===== config.mk =====
export PLATFORM = sky130hd
export DESIGN_NAME = bfly_port_fifo
export DESIGN_NICKNAME = d
export VERILOG_FILES = /design/src/rtl/bfly_port_fifo.sv
export SDC_FILE = /design/constraint.sdc
export NUM_CORES = 1
export LEC_CHECK = 0
export CAP_MARGIN = 0
export CORE_MARGIN = 1
export CORE_UTILIZATION = 40
export DETAILED_ROUTE_END_ITERATION = 7
export SETUP_SLACK_MARGIN = 0.4
export SKIP_CTS_REPAIR_TIMING = 1
export SYNTH_ARGS = -nofsm -noshare
export SYNTH_HDL_FRONTEND = slang
export SYNTH_SLANG_ARGS = --single-unit

===== constraint.sdc =====
create_clock -name clk -period 5.45 [get_ports clk]
set_clock_uncertainty 0.15 [all_clocks]
set_input_delay 1.09 -clock clk [delete_from_list [all_inputs] [get_ports clk]]
set_output_delay 1.09 -clock clk [all_outputs]
set_load 0.02 [all_outputs]

===== src/rtl/bfly_port_fifo.sv =====
// Elastic output buffer for one port of a butterfly 2x2 crossbar stage.
// First-word fall-through FIFO that also exposes the next stage's routing bit.
module bfly_port_fifo #(
  parameter int DW      = 35,
  parameter int DEPTH   = 4,
  parameter int DIR_BIT = 34
) (
  input  logic                     clk,
  input  logic                     rst_n,
  input  logic                     i_valid,
  output logic                     i_ready,
  input  logic [DW-1:0]            i_data,
  output logic                     o_valid,
  input  logic                     o_ready,
  output logic [DW-1:0]            o_data,
  output logic                     o_dir,
  output logic [$clog2(DEPTH):0]   o_count,
  output logic                     o_full,
  output logic                     o_empty
);

  localparam int AW = $clog2(DEPTH);
  localparam int CW = AW + 1;

  logic [DW-1:0] mem [DEPTH];
  logic [AW-1:0] wr_ptr;
  logic [AW-1:0] rd_ptr;
  logic [CW-1:0] count;
  logic          push;
  logic          pop;

  // Full/empty come from the occupancy register, never from pointer compare.
  assign o_full  = (count == CW'(DEPTH));
  assign o_empty = (count == '0);
  assign i_ready = !o_full;
  assign o_valid = !o_empty;
  assign o_count = count;

  assign push = i_valid && i_ready;
  assign pop  = o_valid && o_ready;

  // NOTE: storage has no reset; only pointers/count are cleared, and the
  // output mux hides stale entries while empty.
  always_ff @(posedge clk) begin
    if (push) mem[wr_ptr] <= i_data;
  end

  // NOTE: sequential state uses non-blocking assignments so every register
  // samples pre-edge values regardless of statement order.
  always_ff @(posedge clk or negedge rst_n) begin
    if (!rst_n) begin
      wr_ptr <= '0;
      rd_ptr <= '0;
      count  <= '0;
    end else begin
      if (push) wr_ptr <= wr_ptr + AW'(1);
      if (pop)  rd_ptr <= rd_ptr + AW'(1);
      case ({push, pop})
        2'b10:   count <= count + CW'(1);
        2'b01:   count <= count - CW'(1);
        default: count <= count;
      endcase
    end
  end

  assign o_data = o_empty ? '0 : mem[rd_ptr];
  assign o_dir  = o_data[DIR_BIT];

  a_count_bound: assert property (@(posedge clk) disable iff (!rst_n)
    count <= CW'(DEPTH));
  a_full_empty_excl: assert property (@(posedge clk) disable iff (!rst_n)
    !(o_full && o_empty));

endmodule


### After elaboration in Yosys (flattened, before gate mapping)

Memory sizes are Yosys's and may differ from the RTL's.
Index checks and enable logic that the tools add are counted.

| word-level totals | value |
|---|---|
| bits of input ports | 39 |
| RAM bits | 140 |
| output and inout bits | 43 |
| register bits | 7 |
| memories kept | 1 |

| cells by class | value |
|---|---|
| add/subtract/negate cells | 4 |
| equal/unequal tests | 3 |
| reductions and logical operators | 6 |
| mux-type cells | 4 |

Memories:

| memory | depth | bits a word | read ports | clocked after Yosys merged registers in | write ports | RTL line | RTL |
|---|---|---|---|---|---|---|---|
| mem | 4 | 35 | 1 | 0 | 1 | 25 | `logic [DW-1:0] mem [DEPTH];` |

Operator list:

| cell | count |
|---|---|
| $mux W35 | 1 |
| $pmux W3 S2 | 1 |
| $add A2 B1 Y2 const B | 2 |
| $add A3 B1 Y3 const B | 1 |
| $eq A3 B3 Y1 const B | 1 |
| $logic_not A3 Y1 | 1 |
| $sub A3 B1 Y3 const B | 1 |
| $eq A2 B1 Y1 const B | 1 |
| $eq A2 B2 Y1 const B | 1 |
| $logic_and A1 B1 Y1 | 2 |
| $logic_not A1 Y1 | 2 |
| $mux W1 | 2 |
| $reduce_bool A2 Y1 | 1 |

### Longest topological paths before layout

| depth | value |
|---|---|
| depth in word-level cells | 5 |
| mapped depth | 11 |
| depth with buffers taken out | 11 |

### Worst setup path before layout

OpenSTA, ideal clock, no wires.

| timing | value |
|---|---|
| kind | input-to-reg |
| from | input i_valid |
| to | memory mem[0][0], enable pin |
| buffers on the path | 0 |
| path slack | 2686 ps |
| required time | 4905 ps |
| stages on the path | 2 |
| data arrival time | 2218 ps |
| cell sequence | nor2b_2 -> and2_1 |

| on the way | value |
|---|---|
| cells in the longest elaborated chain, start to end | 3 |

Ends and longest elaborated chain:

| element | RTL line | RTL |
|---|---|---|
| start: declaration | 10 | `input logic i_valid,` |
| $logic_and A1 B1 Y1 | 39 | `assign push = i_valid && i_ready;` |
| $mux W1 | 45 | `if (push) mem[wr_ptr] <= i_data;` |
| $mux W1 (implied by the code) | 45 |  |
| end: declaration | 25 |  |

No other way between the ends.

### Worst setup path in the final report

| timing | value |
|---|---|
| from | register rd_ptr[0] |
| to | output o_data[26] |

| on the way | value |
|---|---|
| cells in the longest elaborated chain, start to end | 2 |

Ends and longest elaborated chain:

| element | RTL line | RTL |
|---|---|---|
| start: declaration | 27 | `logic [AW-1:0] rd_ptr;` |
| start signal: assignment | 57 | `if (pop) rd_ptr <= rd_ptr + AW'(1);` |
| $mem_v2 Z4 W35 | -- |  |
| $mux W35 | 66 | `assign o_data = o_empty ? '0 : mem[rd_ptr];` |
| end: declaration | 15 | `output logic [DW-1:0] o_data,` |

No other way between the ends.

==> reports/results.tsv <==
stage	metric	value	unit
run_status	status	complete, no violations	
grt	grt_pass1_vias	2856	
routing	ant_nets	0	
cells_and_area	finish.utilization	0.522	
clock_tree	cts-root-buf	clkbuf_16	
logic_synthesis	synthesis.nets	307	
power_and_ir_drop	p_total	0.00438	W
sta	timing.final.crit_share	0.771	
sta	tightest_slew	1.03	ns
routing	drtIter0Drc	173	
cells_and_area	area_growth	26.4	%
die	num_rows	43	
critical_path	end_kind	output pin	
die	die_w	122	µm
flow_run	maxCapViolCount	0	
power_and_ir_drop	p_leak	2.44	nW
power_and_ir_drop	ir_worst_vdd	371	µV
cells_and_area	diodes	0	
sta	slew_viol_final	0	
clock_tree	clock_sinks	147	
logic_synthesis	synth_top_flop_cell	edfxtp_1	
critical_path	crit_path_top_delay_cell	dfrtp_2	
sta	setup_viol	0	
place	place.gp.congestion	0.672	
logic_synthesis	yosys_warnings	0	
critical_path	r2r-start	o_count[0]$_DFFE_PN0P_	
logic_synthesis	synthArstFlopShare	0.0476	
sta	hold_ws	0.358	ns
critical_path	path_class	reg2out	
clock_tree	htreeDepth	4	
clock_tree	cts_tree	built	
sta	slew_headroom	0.317	
critical_path	crit_path_max_fanout	31	
place	port_buffers	81	
critical_path	r2r-end	o_count[1]$_DFFE_PN0P_	
grt	grt_pass1_wl	15600	µm
routing	vias_per_cell	4.96	
logic_synthesis	synth_edf_count	140	
logic_synthesis	synth-seq-cells	147	
cells_and_area	fin_nets	397	
power_and_ir_drop	p_per_area	600	nW/µm²
logic_synthesis	ys_seq_area_frac	0.759	
routing	wl_per_cell	18.9	µm
min_path	hp-class	reg2reg	
logic_synthesis	yosysMostFrequentCell	edfxtp_1	
grt	grt_antenna_before_repair	1	
clock_tree	clk_latency	0.41	ns
clock_tree	clk_pin_slew	0.06	ns
sta	hold_viol_final	0	
sta	tns	0	ns
die	dieHeight	122	µm
logic_synthesis	synth_common_cells	edfxtp_1 (140), and2_1 (40), mux4_2 (28)	
clock_tree	cts_buffers	17	
sta	timing.fmax	0.238	GHz
routing	num_vias	2698	
logic_synthesis	synth_top_area_frac	0.728	
critical_path	rrSetupSlack	3.05	ns
routing	dr.pass1.iters	4	
die	io_pins	82	
logic_synthesis	yosysTopAreaCell	edfxtp_1	
critical_path	worst_ep_arrival_time	2.96	ns
critical_path	start_kind	register	
critical_path	ff2ff_path_depth	7	
critical_path	slowest_delay	1.04	ns
routing	drt-total-wl	10300	µm
logic_synthesis	synthCells	262	
logic_synthesis	synth_cell_types	21	
critical_path	worst_ep_required_time	4.21	ns
critical_path	crit_chain	buf_4 -> mux4_2 -> and2_1 -> clkdlybuf4s50_1	
die	core_area	14000	µm²
die	die_area	14900	µm²
logic_synthesis	syn_area	5770	µm²
sta	rsz0062_at_grt	false	
critical_path	crit_path_end	o_data[26]	
logic_synthesis	synth.area.top_cells	edfxtp_1 (73%), mux4_2 (11%), and2_1 (4.3%)	
routing	drc	0	
sta	fin_crit	4.20	ns
clock_tree	clockBufferDepth	2	
die	start_util	0.413	
cells_and_area	post_route_cells_drive_above_1_share	0.176	
grt	track_usage	0.149	
grt	grt_max_degree	40	
critical_path	cp-startpoint	rd_ptr[0]$_DFFE_PN0P_	
place	hpwl	5770	µm
logic_synthesis	synth.avg_cell_area	22.0	µm²
grt	gr-total-overflow	0	
==> power breakdown <==
group	internal (W)	switching, W
Sequential	0.00150	0.000178
Combinational	0.000833	0.000729
Clock	0.000711	0.000425
==> sequential cells by signal, indices dropped and copies added, names as in the netlist <==
signal,count
wr_ptr,2
rd_ptr,2
mem,140
o_count,3
==> worst max-delay path, delay by kind of cell (launching register included) <==
kind | cells | cell delay (ns)
and+or+nand+nor | 1 | 0.17
buffers and inverters | 2 | 0.83
DFF | 1 | 1.04
muxes | 1 | 0.49
==> metal layers <==
metal / share of wire / wire, µm / GRT usage
met1: 0.43 / 4400 / 0.188
met2: 0.49 / 5070 / 0.234
met3: 0.065 / 670 / 0.0487
met4: 0.015 / 155 / 0.0709
met5: 0 / 0 / 0
==> cells by family (layout without fill, tap and decap cells) <==
logic type | Yosys count | after routing | synth area share
adder cells (fa/ha/maj) | 6 | 6 | 0.0143
buffers and inverters | 21 | 123 | 0.0249
XOR/XNOR | 6 | 6 | 0.00910
AND/OR/NAND/NOR | 45 | 45 | 0.0483
multiplexers | 37 | 37 | 0.145
flip-flops | 147 | 147 | 0.759
==> cells in the final DEF, fill, tap and decap left out, drive strengths merged <==
cell and instances:
and2 40, buf 3, bufinv 3, clkbuf 20, clkdlybuf4s50 81, clkinv 5
clkinvlp 3, dfrtp 7, edfxtp 140, fa 1, ha 5, inv 8
mux2 1, mux2i 1, mux4 35, nand3 2, nor2 1, nor2b 1
or3 1, xnor2 3, xor2 3
==> worst min-delay path by stage <==
| stage | to | cells after the start | slack [ns] | from |
|---|---|---|---|---|
| floorplan | wr_ptr[1]$_DFFE_PN0P_ | 1 | 0.38 | wr_ptr[1]$_DFFE_PN0P_ |
| global placement | o_count[2]$_DFFE_PN0P_ | 1 | 0.36 | o_count[2]$_DFFE_PN0P_ |
| detailed placement | o_count[2]$_DFFE_PN0P_ | 1 | 0.35 | o_count[2]$_DFFE_PN0P_ |
| CTS | o_count[2]$_DFFE_PN0P_ | 1 | 0.36 | o_count[2]$_DFFE_PN0P_ |
| global route | o_count[2]$_DFFE_PN0P_ | 1 | 0.42 | o_count[2]$_DFFE_PN0P_ |
| finish | o_count[2]$_DFFE_PN0P_ | 1 | 0.36 | o_count[2]$_DFFE_PN0P_ |
==> area by class of cell <==
type | count | area, µm²
sequential | 147 | 4380
tap | 180 | 225
clock buffer | 20 | 437
clock inverter | 11 | 138
fill | 1163 | 6690
timing repair buffer | 84 | 833
inverter | 8 | 30.0
multi-input combinational | 94 | 1250
==> per-stage QoR <==
step	setup slack [ns]	cell area, µm²	std cells
after floorplan	2.69	5770	262
after global placement	1.60	6730	513
after detailed placement	1.60	6730	513
after CTS	1.15	7300	544
after global routing	1.05	7300	544
final	1.25	7300	544
Note: power is estimated with default switching activity, not from simulation.
==> patch (same settings) <==
Set the parameter `DEPTH` to 8 (it was 4).
--- a/src/rtl/bfly_port_fifo.sv
+++ b/src/rtl/bfly_port_fifo.sv
@@ -4,3 +4,3 @@
   parameter int DW      = 35,
-  parameter int DEPTH   = 4,
+  parameter int DEPTH   = 8,
   parameter int DIR_BIT = 34
Ports: changed (resized o_count); port bits go from 82 to 83. The function was not compared with the original's and may differ.
==> patch against the original RTL <==
  * Synthesized area increased by 94%
  * First-iteration DRC count up 88%
  * Sequential cell count up 143
  * Sequential share of layout area rose by 4.7 points
  * Worst setup slack lost 0.15 ns
  * Final area grew 84%
  * Critical path depth increased by 1
  * Power rose by 71%
  * Wire length up 120%
  * Clock power up 61%
==> patch: results (changes against the original RTL) <==
* Worst r2r src: o_count[2]
* Maximum vdd ir drop at 0.297 mV (-20%)
* Sequential area share after synthesis at 77.4% (+1.6 points)
* Arr. time, crit path at 3.11 ns (+0.15 ns)
* Layout cells sized above 1 at 21.7% (+4.1 points)
* Initial DRC count at 325 (+88%)
* Via count at 5172 (+92%)
* Worst R2R Path Depth at 10 (+3)
* Slew @ Worst Pin at 1.08 ns (+0.0587 ns)
* Largest net degree at the start of global routing at 73 (+83%)
* Post-Syn Nets at 550 (+79%)
* Nets at 651 (+64%)
* Worst path slowest cell: dfrtp_4
* Status: complete, no violations
* Routability congestion estimate at 0.716 (+6.6%)
* Worst setup margin at 1.10 ns (-0.149 ns)
* Max reg flops at 280 (+100%)
* Synth top area cells: edfxtp_1 75%, mux4_2 14%, mux2i_1 3.1%
* End of the worst register-to-register path: o_count[2]
* Inserted Clock Buffers at 29 (+12)
* Worst hold start: o_count[3]
* H-tree Lvls at 1 (-3)
* Sw Ratio at 31.3% (+0.83 points)
* Vias in the first global route at 5555 (+95%)
* Most instantiated cells after synthesis: 280 x edfxtp_1, 70 x mux4_2, 43 x nor2_1
* Crit Path Max Fanout at 28 (-9.7%)
* Hold WS at 0.367 ns (+0.00891 ns)
* Yosys cell types at 28 (+33%)
patch: cell count changes after synthesis, moves of 7 or more:
cell and change:
and2_1 -38, buf_2 +7, edfxtp_1 +140, mux2i_1 +34, mux4_1 -7, mux4_2 +42, nand2_1 +9, nor2_1 +42
patch: power groups by stage:
stage,Clock [mW],Combinational [mW],Sequential (mW)
after floorplan,0,1.73,2.96
after global placement,0,2.55,3.15
after detailed placement,0,2.58,3.17
after CTS,1.89,2.59,3.13
after global routing,1.97,2.71,3.17
final,1.84,2.52,3.12
patch: critical path: cells and delay by family (launching register included):
kind | cells | cell delay, ns
flops | 1 | 0.78
simple gates | 1 | 0.07
buf+inv | 2 | 0.97
mux | 2 | 0.75
patch: routing by layer:
| layer | part of all wire (%) | track usage [%] |
|---|---|---|
| met1 | 43 | 21.7 |
| met3 | 3.9 | 2.47 |
| met4 | 2.4 | 4.11 |
| met2 | 51 | 27.8 |
| met5 | 0 | 0 |
patch: layout make-up:
cell class              instances  area (um2)
diodes                          1        2.50
clock buffers                  33         741
clock inverters                19         143
fillers                      2236       13800
inverters                       3        11.3
multi-input cells             188        2450
flip-flops and latches        290        8670
well taps                     372         465
repair buffers                 95         918
patch: stage by stage:
stage | instance area, um2 | instances | util (%) | total power, mW
floorplan | 11200 | 506 | - | 4.69
global route | 13400 | 1001 | 49.3 | 7.85
global placement | 12500 | 948 | 46.0 | 5.70
CTS | 13400 | 1000 | 49.3 | 7.61
finish | 13400 | 1001 | 49.3 | 7.48
detailed placement | 12500 | 948 | 46.0 | 5.76
patch: kinds of logic after synthesis:
group	Yosys count	share of synthesized area, %
mux	107	17.5
xor+xnor	8	0.627
buf+inv	28	1.16
simple gates	64	2.50
fa+ha+maj	5	0.560
compound gates	4	0.246
flops	290	77.4
